--- config.mk ---
export PLATFORM = sky130hd
export DESIGN_NAME = seq_restoring_divider
export DESIGN_NICKNAME = d
export VERILOG_FILES = /design/src/rtl/seq_restoring_divider.sv
export SDC_FILE = /design/constraint.sdc
export NUM_CORES = 1
export LEC_CHECK = 0
export ABC_AREA = 0
export BUFFER_PORTS_ARGS = -buffer_cell sky130_fd_sc_hd__buf_2
export CAP_MARGIN = 25
export CORE_ASPECT_RATIO = 1.25
export CORE_MARGIN = 1.5
export CORE_UTILIZATION = 35
export CTS_CLUSTER_DIAMETER = 60
export CTS_CLUSTER_SIZE = 12
export DETAILED_ROUTE_END_ITERATION = 16
export PLACE_DENSITY = 0.64
export SYNTH_ARGS = -nofsm -noshare
export SYNTH_HDL_FRONTEND = slang
export SYNTH_SLANG_ARGS = --single-unit
export TNS_END_PERCENT = 30
--- constraint.sdc ---
create_clock -name clk -period 1.8 [get_ports clk]
set_input_delay 0.45 -clock clk [delete_from_list [all_inputs] [get_ports clk]]
set_output_delay 0.45 -clock clk [all_outputs]
set_load 0.1 [all_outputs]
--- src/rtl/seq_restoring_divider.sv ---
// seq_restoring_divider: sequential restoring divider, 2W-bit dividend by W-bit divisor, one bit per cycle.
// Optional `exact` output (legal W x W product check) enabled by defining DIV_EXACT_CHECK_EN.
module seq_restoring_divider #(
    parameter int W = 2
) (
    input  logic             clk,
    input  logic             rst_n,
    input  logic             in_valid,
    output logic             in_ready,
    input  logic [2*W-1:0]   dividend,
    input  logic [W-1:0]     divisor,
    output logic             out_valid,
    input  logic             out_ready,
    output logic [2*W-1:0]   quotient,
    output logic [W-1:0]     remainder,
`ifdef DIV_EXACT_CHECK_EN
    output logic             exact,
`endif
    output logic             div_zero
);
    localparam int CW = (2 * W > 1) ? $clog2(2 * W) : 1;

    typedef enum logic [1:0] {IDLE, CALC, DONE} state_t;

    state_t          state_q, state_d;
    logic [2*W-1:0]  dvd_q, dvd_d, acc_q, acc_d, quo_q, quo_d;
    logic [W-1:0]    dvs_q, dvs_d, rmd_q, rmd_d;
    logic [W:0]      rem_q, rem_d, rem_sh;
    logic [CW-1:0]   cnt_q, cnt_d;
    logic            in_ready_q, in_ready_d, out_valid_q, out_valid_d, dz_q, dz_d, ge, zero;
`ifdef DIV_EXACT_CHECK_EN
    logic            exact_q, exact_d;
    assign exact = exact_q;
`endif

    assign in_ready  = in_ready_q;
    assign out_valid = out_valid_q;
    assign quotient  = quo_q;
    assign remainder = rmd_q;
    assign div_zero  = dz_q;

    always_comb begin
        state_d     = state_q;
        dvd_d       = dvd_q;
        dvs_d       = dvs_q;
        rem_d       = rem_q;
        acc_d       = acc_q;
        cnt_d       = cnt_q;
        quo_d       = quo_q;
        rmd_d       = rmd_q;
        dz_d        = dz_q;
        in_ready_d  = in_ready_q;
        out_valid_d = out_valid_q;
`ifdef DIV_EXACT_CHECK_EN
        exact_d     = exact_q;
`endif
        rem_sh      = {rem_q[W-1:0], dvd_q[2*W-1]};
        ge          = rem_sh >= {1'b0, dvs_q};
        zero        = dvs_q == '0;
        case (state_q)
            IDLE: if (in_valid) begin
                dvd_d      = dividend;
                dvs_d      = divisor;
                rem_d      = '0;
                acc_d      = '0;
                cnt_d      = CW'(2 * W - 1);
                dz_d       = 1'b0;
                in_ready_d = 1'b0;
                state_d    = (divisor == '0) ? DONE : CALC;
            end
            CALC: begin
                dvd_d   = dvd_q << 1;
                rem_d   = ge ? rem_sh - {1'b0, dvs_q} : rem_sh;
                acc_d   = {acc_q[2*W-2:0], ge};
                cnt_d   = cnt_q - CW'(1);
                state_d = (cnt_q == '0) ? DONE : CALC;
            end
            DONE: if (!out_valid_q) begin
                // Results are published one cycle after entering DONE so they are registered.
                out_valid_d = 1'b1;
                quo_d       = zero ? '1 : acc_q;
                rmd_d       = zero ? dvd_q[W-1:0] : rem_q[W-1:0];
                dz_d        = zero;
`ifdef DIV_EXACT_CHECK_EN
                exact_d     = !zero && rem_q == '0 && acc_q[2*W-1:W] == '0;
`endif
            end else if (out_ready) begin
                out_valid_d = 1'b0;
                in_ready_d  = 1'b1;
                state_d     = IDLE;
            end
            default: state_d = IDLE;
        endcase
    end

    always_ff @(posedge clk or negedge rst_n) begin
        if (!rst_n) begin
            state_q     <= IDLE;
            dvd_q       <= '0;
            dvs_q       <= '0;
            rem_q       <= '0;
            acc_q       <= '0;
            cnt_q       <= '0;
            quo_q       <= '0;
            rmd_q       <= '0;
            dz_q        <= 1'b0;
            in_ready_q  <= 1'b1;
            out_valid_q <= 1'b0;
`ifdef DIV_EXACT_CHECK_EN
            exact_q     <= 1'b0;
`endif
        end else begin
            state_q     <= state_d;
            dvd_q       <= dvd_d;
            dvs_q       <= dvs_d;
            rem_q       <= rem_d;
            acc_q       <= acc_d;
            cnt_q       <= cnt_d;
            quo_q       <= quo_d;
            rmd_q       <= rmd_d;
            dz_q        <= dz_d;
            in_ready_q  <= in_ready_d;
            out_valid_q <= out_valid_d;
`ifdef DIV_EXACT_CHECK_EN
            exact_q     <= exact_d;
`endif
        end
    end
endmodule

==> out/summary.json, run 1 <==
{
  "cts": {
    "clock_path_buffers": 2,
    "post_cts_buffers": 0,
    "tritoncts_buffer_count": 3,
    "path_clk_slew_ps": 90,
    "cts_htree_levels": 1,
    "cts_tree": "built",
    "cts_hold_buf": 0,
    "tritoncts_num_sinks": 25,
    "cts_resized": 0,
    "cts-root-buf": "clkbuf_8",
    "insertion_delay_ps": 270
  },
  "yosys": {
    "synthArstFlopShare_pct": 100,
    "yosys_warnings": 0,
    "synth_enable_flop_cells": 0,
    "yosys_register_bits": 25,
    "post_synthesis_instance_area_mm2": 0.00115,
    "postSynth.topFlopCell": "dfrtp_1",
    "synth.distinct_cells": 29,
    "yosysSeqAreaShare_pct": 54.4,
    "postSynthAreaPerCell_um2": 10.2,
    "syn-num-nets": 126,
    "synthCells": 113
  },
  "timing": {
    "rsz0062_at_grt": "false",
    "timing.final.max_slew_violations": 0,
    "final.setup.tns_ps": 0,
    "fmax_mhz": 587,
    "finalCriticalPeriod_ps": 1700,
    "timing.max_slew.rel_slack_pct": 40.7,
    "worstMarginPinSlew_ps": 887,
    "final-hold-violation-count": 0,
    "period_share_pct": 94.6,
    "finalSetupViolCount": 0,
    "clock_skew_ps": 4.18
  },
  "drt": {
    "met1_length_um": 1030,
    "post_route_drc": 0,
    "drt-vias-per-instance": 5.19,
    "drt-wirelength-per-cell_um": 13.1,
    "wl_met3_um": 83,
    "first_iter_violations": 23,
    "route.met2.wl_um": 1060,
    "drt_pre_antenna_iters": 4,
    "vias": 883,
    "number_of_nets_with_antenna_violations_after_detailed_routing": 0,
    "wl_um": 2220,
    "top_layer_used": "met4"
  },
  "global_routing": {
    "first_pass_grt_wire_length_um": 3870,
    "grt_max_degree": 26,
    "number_of_antenna_violations_at_the_first_check_in_global_routing": 0,
    "grt_pass1_vias": 889,
    "overflow": 0,
    "gr-usage-all-layers_pct": 14.5
  },
  "finish": {
    "regArea_um2": 627,
    "final_net_count": 147,
    "layout_common_cells": "24 x dfrtp_1, 18 x buf_2, 16 x nor2_1",
    "mostFrequentLayoutCell": "dfrtp_1",
    "num_antenna_cells": 0,
    "fillCellCount": 319,
    "drive_gt1_share_pct": 22.6,
    "area_of_combinational_cells_with_multiple_inputs_um2": 484,
    "syn_to_final_growth_pct": 15.5
  },
  "critical_path": {
    "critPathCaptureType": "flop",
    "cp_data_arrival_time_ps": 1870,
    "critical_path.startpoint_type": "flop",
    "timing.rr.start": "dvs_q[1]$_DFFE_PN0P_",
    "critPathRequiredTime_ps": 1960,
    "worst-setup-path-type": "flop to flop",
    "worst-path-max-fanout": 5,
    "critPathLaunch": "dvs_q[1]$_DFFE_PN0P_",
    "r2r_slack_ps": 100
  },
  "placement": {
    "port-buffer-count": 18,
    "detailedPlacementHpwl_um": 1660,
    "routabilityCongestion": 0.774
  },
  "floorplan": {
    "core_region_area_mm2": 0.00317,
    "die_height_um": 67.2,
    "chipWidth_um": 54.3,
    "std_cell_rows": 23,
    "initial_core_utilization_pct": 36.4,
    "die-area_mm2": 0.00365,
    "pin_count": 19
  },
  "run": {
    "cap_viol_max_count": 0
  },
  "worst_hold_path": {
    "hp-class": "input pin to asynchronous set/reset pin"
  },
  "status": {
    "outcome": "finished, final reports clean"
  }
}
-- per-layer routing --
metal,track usage (%),vias up
met2,24.1,21
met1,18.2,418
met3,1.99,4
met5,0,-
li1,-,440
met4,6.88,0
-- sequential cells by signal (all words and copies together), names as in the netlist, 2 cells and up --
register and flops:
cnt_q 2, acc_q 4, dvd_q 4, rem_q 2
remainder 2, state_q 2, dvs_q 2, quotient 4
-- area by class of cell --
type / instances / share of cell area (%)
flip-flops and latches: 25 / 47.1
multi-input cells: 78 / 36.4
well taps: 37 / 3.48
inverters: 6 / 1.69
clock buffers: 3 / 3.10
repair buffers: 20 / 7.89
clock inverters: 1 / 0.376
-- cell families after synthesis --
| group | count (synthesis) | synth area share, % |
|---|---|---|
| multiplexers | 4 | 3.69 |
| AND/OR/NAND/NOR | 35 | 15.2 |
| adder cells (fa/ha/maj) | 3 | 3.26 |
| AO/OA/AOI/OAI | 36 | 19.9 |
| flip-flops | 25 | 54.4 |
| buffers and inverters | 10 | 3.58 |
-- per-stage QoR --
| step | instances | utilization, % | hold WS, ps | setup slack, ps | area [µm²] |
|---|---|---|---|---|---|
| after CTS | 170 | 42.1 | 178 | 92.5 | 1330 |
| after floorplan | 113 | - | 154 | 183 | 1150 |
| after global routing | 170 | 42.1 | 202 | 22.5 | 1330 |
| after global placement | 166 | 40.6 | 467 | 153 | 1280 |
| after detailed placement | 166 | 40.6 | 476 | 98.9 | 1280 |
| final | 170 | 42.1 | 155 | 96.7 | 1330 |
-- cell usage after synthesis (all sizes together), types with 2 or more instances --
cell	n	area [µm²]
nor3b	2	20.0
nor2	17	66.3
buf	4	18.8
ha	3	37.5
mux2i	2	20.0
nor2b	2	20.0
nand2	8	30.0
a22o	4	35.0
a21oi	10	50.1
mux2	2	22.5
inv	6	22.5
dfrtp	24	601
nand2b	4	25.0
a22oi	5	37.5
o21ai	10	50.1
-- final timing paths --
check	to	cells past startpoint
max	rem_q[0]$_DFFE_PN0P_	5
min	remainder[1]$_DFFE_PN0P_	1
max reg2reg	rem_q[0]$_DFFE_PN0P_	5
min reg2reg	cnt_q[0]$_DFFE_PN0P_	1
max in group asynchronous	in_ready$_DFFE_PN1P_	1
min in group clk	dvd_q[0]$_DFFE_PN0P_	2
-- worst max-delay path: stages (launching register included) --
cell and delay, ps:
dfrtp_1 390, inv_1 60, ha_1 350, nor2b_4 150
or4_1 390, a32o_1 270
Power of run 1 is not shown: default switching activity piles up to over one toggle a cycle in this logic, so the estimate is an artifact.
==> inputs of run 2 (changes only) <==
Settings changed: RECOVER_POWER from default to 25.
==> out/summary.json, run 2 (synthesis results as in run 1) <==
{
  "finish": {
    "num_antenna_cells": 0,
    "drive_gt1_share_pct": 21.8,
    "layout.cell_area.non_filler_mm2": 0.00133,
    "mostFrequentLayoutCell": "dfrtp_1",
    "syn_to_final_growth_pct": 15.4,
    "fillCellCount": 320,
    "layout_common_cells": "24 x dfrtp_1, 17 x buf_2, 16 x nor2_1",
    "final_net_count": 147
  },
  "placement": {
    "postPlaceCellArea_mm2": 0.00128,
    "detailedPlacementHpwl_um": 1660,
    "port-buffer-count": 18,
    "routabilityCongestion": 0.774
  },
  "timing": {
    "finalSetupViolCount": 0,
    "clock_skew_ps": 4.18,
    "final.setup.tns_ps": 0,
    "finalCriticalPeriod_ps": 1700,
    "period_share_pct": 94.6,
    "rsz0062_at_grt": "false",
    "fmax_mhz": 587,
    "final-hold-violation-count": 0,
    "timing.max_slew.rel_slack_pct": 12.5,
    "worstMarginPinSlew_ps": 1310,
    "timing.final.max_slew_violations": 0
  },
  "critical_path": {
    "timing.rr.start": "dvs_q[1]$_DFFE_PN0P_",
    "family_of_cells_with_the_greatest_summed_delay_on_the_critical_path": "simple AND/OR/NAND/NOR gates",
    "critPathRequiredTime_ps": 1960,
    "cp_data_arrival_time_ps": 1870,
    "crit_path_max_incr_delay_ps": 390,
    "critical_path.startpoint_type": "flop",
    "slowest_stage": "dfrtp_1",
    "critPathCaptureType": "flop",
    "timing.critical_path.cells": "inv_1 > ha_1 > nor2b_4 > or4_1 > a32o_1",
    "worst-path-buf-inv": 1,
    "r2r_slack_ps": 100,
    "cell_depth_of_the_worst_flop_to_flop_path": 5,
    "regToRegEndpoint": "rem_q[0]$_DFFE_PN0P_",
    "worst-path-stages": 5,
    "timing.critical_path.to": "rem_q[0]$_DFFE_PN0P_",
    "worst-setup-path-type": "flop to flop",
    "worst-path-max-fanout": 5,
    "critPathLaunch": "dvs_q[1]$_DFFE_PN0P_"
  },
  "drt": {
    "post_route_drc": 0,
    "drt-vias-per-instance": 5.19,
    "drt-wirelength-per-cell_um": 13.0,
    "wl_um": 2220,
    "first_iter_violations": 23,
    "number_of_nets_with_antenna_violations_after_detailed_routing": 0,
    "drt_pre_antenna_iters": 4,
    "vias": 883
  },
  "cts": {
    "tritoncts_buffer_count": 3,
    "cts_tree": "built",
    "cts_hold_buf": 0,
    "cts_resized": 0,
    "cts-root-buf": "clkbuf_8",
    "tritoncts_num_sinks": 25,
    "insertion_delay_ps": 270,
    "post_cts_buffers": 0,
    "cts_htree_levels": 1,
    "path_clk_slew_ps": 90,
    "clock_path_buffers": 2
  },
  "global_routing": {
    "grt_pass1_vias": 889,
    "number_of_antenna_violations_at_the_first_check_in_global_routing": 0,
    "first_pass_grt_wire_length_um": 3870,
    "grt_max_degree": 26,
    "overflow": 0,
    "gr-usage-all-layers_pct": 14.5
  },
  "floorplan": {
    "pin_count": 19,
    "die_height_um": 67.2,
    "core_region_area_mm2": 0.00317,
    "initial_core_utilization_pct": 36.4,
    "std_cell_rows": 23,
    "die-area_mm2": 0.00365,
    "chipWidth_um": 54.3
  },
  "run": {
    "cap_viol_max_count": 0
  },
  "status": {
    "outcome": "finished, final reports clean"
  },
  "worst_hold_path": {
    "hp-class": "input pin to flop"
  }
}
run 2: changes by cell type in the layout (fill, tap and decap cells not counted), sizes merged:
cell	delta
buf	-1
clkbuf	+1
run 2: area by class of cell:
| type | instances | area, µm² | share of cell area [%] |
|---|---|---|---|
| Sequential cell | 25 | 627 | 47.1 |
| Multi-Input combinational cell | 78 | 484 | 36.4 |
| Timing Repair Buffer | 20 | 104 | 7.81 |
| Tap cell | 37 | 46.3 | 3.48 |
| Clock buffer | 3 | 41.3 | 3.10 |
| Inverter | 6 | 22.5 | 1.69 |
| Clock inverter | 1 | 5.00 | 0.376 |
run 2: how the worst min path moves through the flow:
stage	from	slack, ps	cells after the start	endpoint
2_1_floorplan	rst_n	150	0	acc_q[0]$_DFFE_PN0P_
3_3_place_gp	rst_n	470	1	remainder[1]$_DFFE_PN0P_
3_5_place_dp	rst_n	480	1	remainder[1]$_DFFE_PN0P_
4_1_cts	rst_n	180	1	remainder[1]$_DFFE_PN0P_
5_1_grt	dividend[0]	400	2	dvd_q[0]$_DFFE_PN0P_
6_report	dividend[0]	390	2	dvd_q[0]$_DFFE_PN0P_
run 2: layer usage:
layer  GRT usage, %  part of all wire [%]  up-vias
met5              0                     0        -
met4           6.88                   1.8        0
met3           1.99                   3.7        4
met2           24.1                    48       21
met1           18.2                    46      418
li1               -                     -      440
run 2: metrics by stage:
stage          hold slack (ps)  std cells  worst slack, ps  util [%]
2_1_floorplan              154        113              183         -
3_3_place_gp               467        166              153      40.6
3_5_place_dp               476        166             98.9      40.6
4_1_cts                    178        170             92.5      42.1
5_1_grt                    398        170             22.5      42.0
6_report                   387        170             96.7      42.0
run 2: worst register-to-register path: stages, from the launching register on:
cell	delay (ps)
dfrtp_1	390
inv_1	60
ha_1	350
nor2b_4	150
or4_1	390
a32o_1	270
Power of run 2 is left out for the same reason.
